File: config.mk
export PLATFORM = sky130hd
export DESIGN_NAME = core_dbg_apb_bridge
export DESIGN_NICKNAME = d
export VERILOG_FILES = /design/src/rtl/core_dbg_apb_bridge.sv
export SDC_FILE = /design/constraint.sdc
export NUM_CORES = 1
export LEC_CHECK = 0
export ABC_AREA = 1
export CAP_MARGIN = 20
export CORE_MARGIN = 3
export CORE_UTILIZATION = 40
export CTS_BUF_LIST = sky130_fd_sc_hd__clkbuf_16
export DETAILED_ROUTE_END_ITERATION = 10
export PLACE_DENSITY = 0.83
export SKIP_LAST_GASP = 1
export SYNTH_ARGS = -nofsm -noshare
export SYNTH_HDL_FRONTEND = slang
export SYNTH_SLANG_ARGS = --single-unit
File: constraint.sdc
create_clock -name i_clk -period 2.2 [get_ports i_clk]
set_clock_uncertainty 0.1 [all_clocks]
set_input_delay 0.44 -clock i_clk [delete_from_list [all_inputs] [get_ports i_clk]]
set_output_delay 0.44 -clock i_clk [all_outputs]
set_load 0.05 [all_outputs]
File: src/rtl/core_dbg_apb_bridge.sv
// core_dbg_apb_bridge
//   APB3/APB4 slave that forwards each APB transfer to the core debug register
//   interface as a req/ack transaction. PREADY stays low until the debug logic
//   acks or the wait times out. Misaligned or out-of-range accesses, and writes
//   with no strobes, complete locally with zero wait states.
//
// Ports
//   i_clk, i_rst_n            clock, asynchronous active-low reset
//   i_addr/i_sel/i_enable     APB PADDR/PSEL/PENABLE
//   i_wr_rd/i_wdata/i_wstrobe APB PWRITE/PWDATA/PSTRB
//   o_ready/o_rdata/o_slverr  APB PREADY/PRDATA/PSLVERR (registered)
//   o_dbg_*                   debug request channel, stable while o_dbg_req=1
//   i_dbg_ack/i_dbg_rdata/i_dbg_err  debug completion pulse with read data/error
module core_dbg_apb_bridge #(
  parameter int unsigned APB_ADDR_WIDTH = 5,
  parameter int unsigned APB_DATA_WIDTH = 32,
  parameter int unsigned NUM_REGS       = 8,
  parameter int unsigned TIMEOUT_CYCLES = 16
) (
  input  logic                      i_clk,
  input  logic                      i_rst_n,
  input  logic [APB_ADDR_WIDTH-1:0] i_addr,
  input  logic                      i_sel,
  input  logic                      i_enable,
  input  logic                      i_wr_rd,
  input  logic [APB_DATA_WIDTH-1:0] i_wdata,
  input  logic [3:0]                i_wstrobe,
  output logic                      o_ready,
  output logic [APB_DATA_WIDTH-1:0] o_rdata,
  output logic                      o_slverr,
  output logic                      o_dbg_req,
  output logic                      o_dbg_wr_rd,
  output logic [APB_ADDR_WIDTH-3:0] o_dbg_addr,
  output logic [APB_DATA_WIDTH-1:0] o_dbg_wdata,
  output logic [3:0]                o_dbg_wstrobe,
  input  logic                      i_dbg_ack,
  input  logic [APB_DATA_WIDTH-1:0] i_dbg_rdata,
  input  logic                      i_dbg_err
);

  localparam int unsigned IdxW = APB_ADDR_WIDTH - 2;
  // Keep at least one counter bit so TIMEOUT_CYCLES=0 still elaborates.
  localparam int unsigned CntW = (TIMEOUT_CYCLES == 0) ? 1 : $clog2(TIMEOUT_CYCLES + 1);
  localparam bit              TimeoutEn = (TIMEOUT_CYCLES != 0);
  localparam logic [CntW-1:0] CntLast   = CntW'(TIMEOUT_CYCLES - 1);
  localparam logic [CntW-1:0] CntMax    = {CntW{1'b1}};

  typedef enum logic [1:0] {StIdle, StReq, StResp} state_e;

  state_e                    r_state, w_state_nxt;
  logic [CntW-1:0]           r_cnt, w_cnt_nxt;
  logic                      r_ready, w_ready_nxt;
  logic [APB_DATA_WIDTH-1:0] r_rdata, w_rdata_nxt;
  logic                      r_slverr, w_slverr_nxt;
  logic                      r_dbg_req, w_dbg_req_nxt;
  logic                      r_dbg_wr_rd, w_dbg_wr_rd_nxt;
  logic [IdxW-1:0]           r_dbg_addr, w_dbg_addr_nxt;
  logic [APB_DATA_WIDTH-1:0] r_dbg_wdata, w_dbg_wdata_nxt;
  logic [3:0]                r_dbg_wstrobe, w_dbg_wstrobe_nxt;

  logic [IdxW-1:0] w_idx;
  logic [31:0]     w_idx_ext;
  logic            w_bad;

  assign w_idx     = i_addr[APB_ADDR_WIDTH-1:2];
  assign w_idx_ext = 32'(w_idx);
  assign w_bad     = (|i_addr[1:0]) || (w_idx_ext >= NUM_REGS);

  always_comb begin
    w_state_nxt       = r_state;
    w_cnt_nxt         = r_cnt;
    w_ready_nxt       = r_ready;
    w_rdata_nxt       = r_rdata;
    w_slverr_nxt      = r_slverr;
    w_dbg_req_nxt     = r_dbg_req;
    w_dbg_wr_rd_nxt   = r_dbg_wr_rd;
    w_dbg_addr_nxt    = r_dbg_addr;
    w_dbg_wdata_nxt   = r_dbg_wdata;
    w_dbg_wstrobe_nxt = r_dbg_wstrobe;

    unique case (r_state)
      StIdle: begin
        // Decode on the setup phase so local responses need no wait state.
        if (i_sel && !i_enable) begin
          if (w_bad) begin
            w_state_nxt  = StResp;
            w_ready_nxt  = 1'b1;
            w_slverr_nxt = 1'b1;
            w_rdata_nxt  = '0;
          end else if (i_wr_rd && (i_wstrobe == 4'h0)) begin
            w_state_nxt  = StResp;
            w_ready_nxt  = 1'b1;
            w_slverr_nxt = 1'b0;
            w_rdata_nxt  = '0;
          end else begin
            w_state_nxt       = StReq;
            w_cnt_nxt         = '0;
            w_dbg_req_nxt     = 1'b1;
            w_dbg_wr_rd_nxt   = i_wr_rd;
            w_dbg_addr_nxt    = w_idx;
            w_dbg_wdata_nxt   = i_wdata;
            w_dbg_wstrobe_nxt = i_wr_rd ? i_wstrobe : 4'hF;
          end
        end
      end
      StReq: begin
        if (!i_sel) begin
          // Master abandoned the transfer: withdraw the request, no response.
          w_state_nxt   = StIdle;
          w_dbg_req_nxt = 1'b0;
        end else if (i_dbg_ack) begin
          w_state_nxt   = StResp;
          w_dbg_req_nxt = 1'b0;
          w_ready_nxt   = 1'b1;
          w_slverr_nxt  = i_dbg_err;
          w_rdata_nxt   = r_dbg_wr_rd ? '0 : i_dbg_rdata;
        end else if (TimeoutEn && (r_cnt == CntLast)) begin
          w_state_nxt   = StResp;
          w_dbg_req_nxt = 1'b0;
          w_ready_nxt   = 1'b1;
          w_slverr_nxt  = 1'b1;
          w_rdata_nxt   = '0;
        end else if (r_cnt != CntMax) begin
          w_cnt_nxt = r_cnt + 1'b1;
        end
      end
      StResp: begin
        w_state_nxt  = StIdle;
        w_ready_nxt  = 1'b0;
        w_slverr_nxt = 1'b0;
        w_rdata_nxt  = '0;
      end
      default: begin
        w_state_nxt   = StIdle;
        w_ready_nxt   = 1'b0;
        w_dbg_req_nxt = 1'b0;
      end
    endcase
  end

  always_ff @(posedge i_clk or negedge i_rst_n) begin
    if (!i_rst_n) begin
      r_state       <= StIdle;
      r_cnt         <= '0;
      r_ready       <= 1'b0;
      r_rdata       <= '0;
      r_slverr      <= 1'b0;
      r_dbg_req     <= 1'b0;
      r_dbg_wr_rd   <= 1'b0;
      r_dbg_addr    <= '0;
      r_dbg_wdata   <= '0;
      r_dbg_wstrobe <= 4'h0;
    end else begin
      r_state       <= w_state_nxt;
      r_cnt         <= w_cnt_nxt;
      r_ready       <= w_ready_nxt;
      r_rdata       <= w_rdata_nxt;
      r_slverr      <= w_slverr_nxt;
      r_dbg_req     <= w_dbg_req_nxt;
      r_dbg_wr_rd   <= w_dbg_wr_rd_nxt;
      r_dbg_addr    <= w_dbg_addr_nxt;
      r_dbg_wdata   <= w_dbg_wdata_nxt;
      r_dbg_wstrobe <= w_dbg_wstrobe_nxt;
    end
  end

  assign o_ready       = r_ready;
  assign o_rdata       = r_rdata;
  assign o_slverr      = r_slverr;
  assign o_dbg_req     = r_dbg_req;
  assign o_dbg_wr_rd   = r_dbg_wr_rd;
  assign o_dbg_addr    = r_dbg_addr;
  assign o_dbg_wdata   = r_dbg_wdata;
  assign o_dbg_wstrobe = r_dbg_wstrobe;

endmodule
==> results of run 1 <==
## synth_stat cells, types with 2 or more instances
| master | count |
|---|---|
| buf_1 | 2 |
| buf_2 | 11 |
| buf_6 | 2 |
| clkbuf_1 | 9 |
| dfrtp_1 | 82 |
| ha_1 | 6 |
| inv_1 | 49 |
| inv_2 | 3 |
| nand2_1 | 218 |
| nand3_1 | 8 |
| nand4_1 | 34 |
| nor2_1 | 45 |
| nor2_4 | 2 |
| o21ai_0 | 8 |
## cell families (layout without fill, tap and decap cells)
group	after synthesis	in the layout	synth area share [%]
fa+ha+maj	6	6	1.98
simple gates	313	313	34.5
flops	82	82	54.1
buf+inv	76	231	8.27
compound gates	9	9	1.19
## cell type report
cell class	instances	area (um^2)	share of cell area (%)
Clock buffer	9	225	3.90
Clock inverter	7	70.1	1.21
Inverter	52	195	3.38
Multi-Input combinational cell	328	1430	24.8
Sequential cell	82	2050	35.5
Tap cell	126	158	2.73
Timing Repair Buffer	163	1640	28.5
## power groups by stage
stage | Combinational (uW) | Clock (uW) | Sequential [uW]
global route | 4450 | 1550 | 2290
finish | 4190 | 1450 | 2250
floorplan | 1110 | 0 | 3790
detailed placement | 4190 | 0 | 2270
CTS | 4200 | 1480 | 2250
global placement | 4120 | 0 | 2260
## how the worst max path moves through the flow
stage / startpoint / to / cells after the start
after global placement: i_wstrobe[1] / o_dbg_wdata[13]$_DFFE_PN0P_ / 8
after floorplan: r_cnt[0]$_DFFE_PN0P_ / r_cnt[1]$_DFFE_PN0P_ / 10
after CTS: o_rdata[24]$_DFFE_PN0P_ / o_rdata[24] / 1
after global routing: r_state[0]$_DFFE_PN0P_ / o_dbg_wdata[5]$_DFFE_PN0P_ / 9
after detailed placement: i_wstrobe[1] / o_dbg_wdata[18]$_DFFE_PN0P_ / 8
final: o_slverr$_DFFE_PN0P_ / o_slverr / 1
## metal layers
metal | vias up | part of all wire (%) | track usage, %
met5 | - | 0 | 0
met4 | 0 | 1.4 | 6.67
met3 | 14 | 8.1 | 3.82
met2 | 159 | 48 | 31.6
met1 | 1670 | 43 | 24.3
li1 | 1790 | - | -
## per-stage QoR
stage	instances	setup WS [ps]	area (um^2)	total power (uW)
finish	767	150	5770	7880
global route	767	73.4	5770	8290
CTS	767	138	5770	7930
detailed placement	751	8.17	5480	6460
global placement	751	82.7	5480	6390
floorplan	486	384	3800	4900
## registers in the layout, indices dropped and copies added (netlist names), 2 cells and up
name,cells
r_cnt,5
o_dbg_addr,3
o_dbg_wstrobe,4
o_dbg_wdata,32
o_rdata,32
r_state,2
==> flow_summary.toml, run 1 <==
[synth]
syn_inst = 486
ys_seq_elements = 82
synth_cell_types = 21
syn_area_um2 = 3800
yosysTopAreaCell = "dfrtp_1"
syn_nets = 572
ys_warn_count = 0
ys_seq_area_share_pct = 54.1
avgSynthCellArea_um2 = 7.81
synth_enable_flop_cells = 0
netlist_top_cells_area = "dfrtp_1, nand2_1, nand4_1"
synth_top_area_share_pct = 54.1
async_flop_share_pct = 100
synth_ff_type = "dfrtp_1"

[drt]
vias = 3633
viasPerCell = 4.74
firstDrtPassIters = 4
drt_first_iter_violations = 131
ant_nets = 0
finalWirelength_um = 10100
drc = 0
post_drt_wl_per_cell_um = 13.2

[place]
io_buffers = 154
dp_hpwl_um = 7500
place_congestion = 0.840

[run]
maxCapViolCount = 0

[finish]
fillers = 732
synthToLayoutAreaGrowth_pct = 52.1
final_common_cell = "nand2_1"
final_core_util_pct = 64.3
drive_gt1_share_pct = 5.30
fin_nets = 722
layout_common_cells = "nand2_1, clkdlybuf4s50_1, dfrtp_1"
diodes = 0

[cts]
clockRootBuffer = "clkbuf_16"
htreeDepth = 3
cts.sinks = 82
clockBufferDepth = 2
cts_buffers = 9
cts_tree = "yes"
post_cts_buffers = 0
insertion_delay_ps = 320
postCtsHoldBufs = 0
cts_resized = 0
clkSlewWorstSetupHoldPaths_ps = 60

[timing]
rsz0062_at_grt = "no"
hold_ws_ps = 8.38
tightest_slew_ps = 593
post-route-period-util_pct = 93.2
setup_violations = 0
layout_min_cycle_time_ps = 2050
finalMaxSlewViolations = 0
slew_headroom_pct = 60.4
finalSetupTns_ps = 0
max_freq_mhz = 488
finalHoldViolations = 0

[critical_path]
rr_worst_depth = 10
endpoint_kind = "primary output"
worst-setup-path-type = "reg -> out"
path_max_fanout = 2
reg2reg_from = "r_cnt[0]$_DFFE_PN0P_"
required_ps = 1660
reg2reg_slack_ps = 250
cp.arrival_ps = 1510
cp.buffers_inverters = 1
cp_cell_sequence = "clkdlybuf4s50_1"
regToRegEndpoint = "r_cnt[3]$_DFFE_PN0P_"
crit_path_max_incr_delay_ps = 820
crit_path_start_kind = "flip-flop"
slowest_stage = "clkdlybuf4s50_1"
cp_top_family = "buffers and inverters"

[die]
die_h_um = 103
dieArea_um2 = 10700
start_util_pct = 42.3
ioPinCount = 155
die_w_um = 103
core_area_um2 = 8980
rows = 34

[power]
swShare_pct = 47.1
power.internal_uw = 4170
switching_power_uw = 3710
irDropWorstVdd_mv = 0.599
p_clk_share_pct = 18.4
seqPwrFrac_pct = 28.5
powerDensity_nw_per_um2 = 1360
p_leak_uw = 0.00299
p_comb_share_pct = 53.2

[global_routing]
grt_max_degree = 44
first_global_vias = 3460
grt_usage_pct = 18.9
grt_overflow = 0
antenna_found_initial = 0
grt_pass1_wl_um = 16000

[run_status]
status = "complete, no violations"

[worst_hold_path]
holdCritPathClass = "in -> async"
Power figures use the tool's default switching activity.
==> run 2, diff against run 1 <==
Settings changed: CTS_CLUSTER_SIZE set to 8.
==> results of run 2 <==
No change in the layout: final DEF, timing and power equal those of run 1.
==> run 3, diff against run 2 <==
Settings changed: SKIP_LAST_GASP 1 to unset.
==> results of run 3 <==
No change in the layout: final DEF, timing and power equal those of run 1.
==> RTL change: new RTL, config.mk and constraints of run 2 <==
The 3 states of `state_e` get a one-hot encoding in 3 bits.
--- a/src/rtl/core_dbg_apb_bridge.sv
+++ b/src/rtl/core_dbg_apb_bridge.sv
@@ -46,5 +46,5 @@
   localparam logic [CntW-1:0] CntMax    = {CntW{1'b1}};
 
-  typedef enum logic [1:0] {StIdle, StReq, StResp} state_e;
+  typedef enum logic [2:0] {StIdle = 3'b001, StReq = 3'b010, StResp = 3'b100} state_e;
 
   state_e                    r_state, w_state_nxt;
Behaviour: same outputs for any inputs over 4 cycles, from zero or initial values and one cycle with i_rst_n low; so few cycles prove little.
==> RTL change against run 2 <==
  * Design area is 3.8% higher
  * Worst hold slack better by 0.36 ns
  * Synthesized area is 2.8% higher
  * Fmax is 1.3% lower
  * Wire length is 8.3% higher
  * Power is 1.1% lower
  * Non-clock buffer count is 7 higher
  * Worst setup slack worse by 0.027 ns
  * Sequential cell count is 1 higher
  * First-iteration DRC count is 83% higher
  * Final cell count is 1.2% higher
  * Critical path type unchanged
==> RTL change: results <==
INSERT INTO impl_metrics (metric_group, metric, value, unit) VALUES
('setup_path', 'critPathArrivalTime', '1.54', 'ns'),
('power', 'power_switching_share', '46.2', '%'),
('synth', 'yosys.area_share.adder', '0.962', '%'),
('synth', 'mappedNetlistNets', '571', ''),
('min_path', 'worstHoldPathType', 'reg -> reg', ''),
('grt', 'global_route_met2_utilization', '34.1', '%'),
('placement', 'place_inst', '758', ''),
('placement', 'dpl_cell_area', '5620', 'um^2'),
('status', 'outcome', 'completed', ''),
('synth', 'synth.yosys.seq_area_share', '53.3', '%'),
('power', 'power.leakage', '3.05', 'nW'),
('routing', 'route.layer.met1.wl', '4.50', 'mm'),
('routing', 'drt-vias-per-instance', '4.92', ''),
('grt', 'first_global_vias', '3866', ''),
('routing', 'detailroute.wirelength.met3', '1.01', 'mm'),
('layout', 'total_of_plain_and_repair_buffers_excluding_clock_buffers', '170', ''),
('synth', 'yosys-top-cells-count', 'sky130_fd_sc_hd__nand2_1 (170), sky130_fd_sc_hd__dfrtp_1 (82), sky130_fd_sc_hd__nor2_1 (52)', ''),
('routing', 'num_vias', '3821', ''),
('setup_path', 'cpPeakStageDelay', '0.84', 'ns'),
('grt', 'grt_start_max_net_pins', '48', '');
RTL change: changes by cell type after synthesis, sizes merged, moves of 2 or more:
cell	change
nand2	-47
inv	-3
buf	+4
o21ai	-2
nand3	+37
ha	-3
nand4	+5
nor2	+10
RTL change: power by group through the flow:
| stage | logic (W) | clock network (W) | registers (W) |
|---|---|---|---|
| 3_3_place_gp | 0.00383 | 0 | 0.00222 |
| 5_1_grt | 0.00418 | 0.00174 | 0.00225 |
| 3_5_place_dp | 0.00390 | 0 | 0.00221 |
| 4_1_cts | 0.00391 | 0.00168 | 0.00221 |
| 2_1_floorplan | 0.00120 | 0 | 0.00350 |
| 6_report | 0.00393 | 0.00165 | 0.00221 |
RTL change: what timing repair did:
| action | 4_1_cts | 5_1_grt |
|---|---|---|
| hold buffers | 1 | 0 |
| buffers inserted | 0 | 0 |
| endpoints found under the hold margin | 30 | 0 |
| gates resized for setup | 0 | 4 |
| setup endpoints to repair | 0 | 22 |
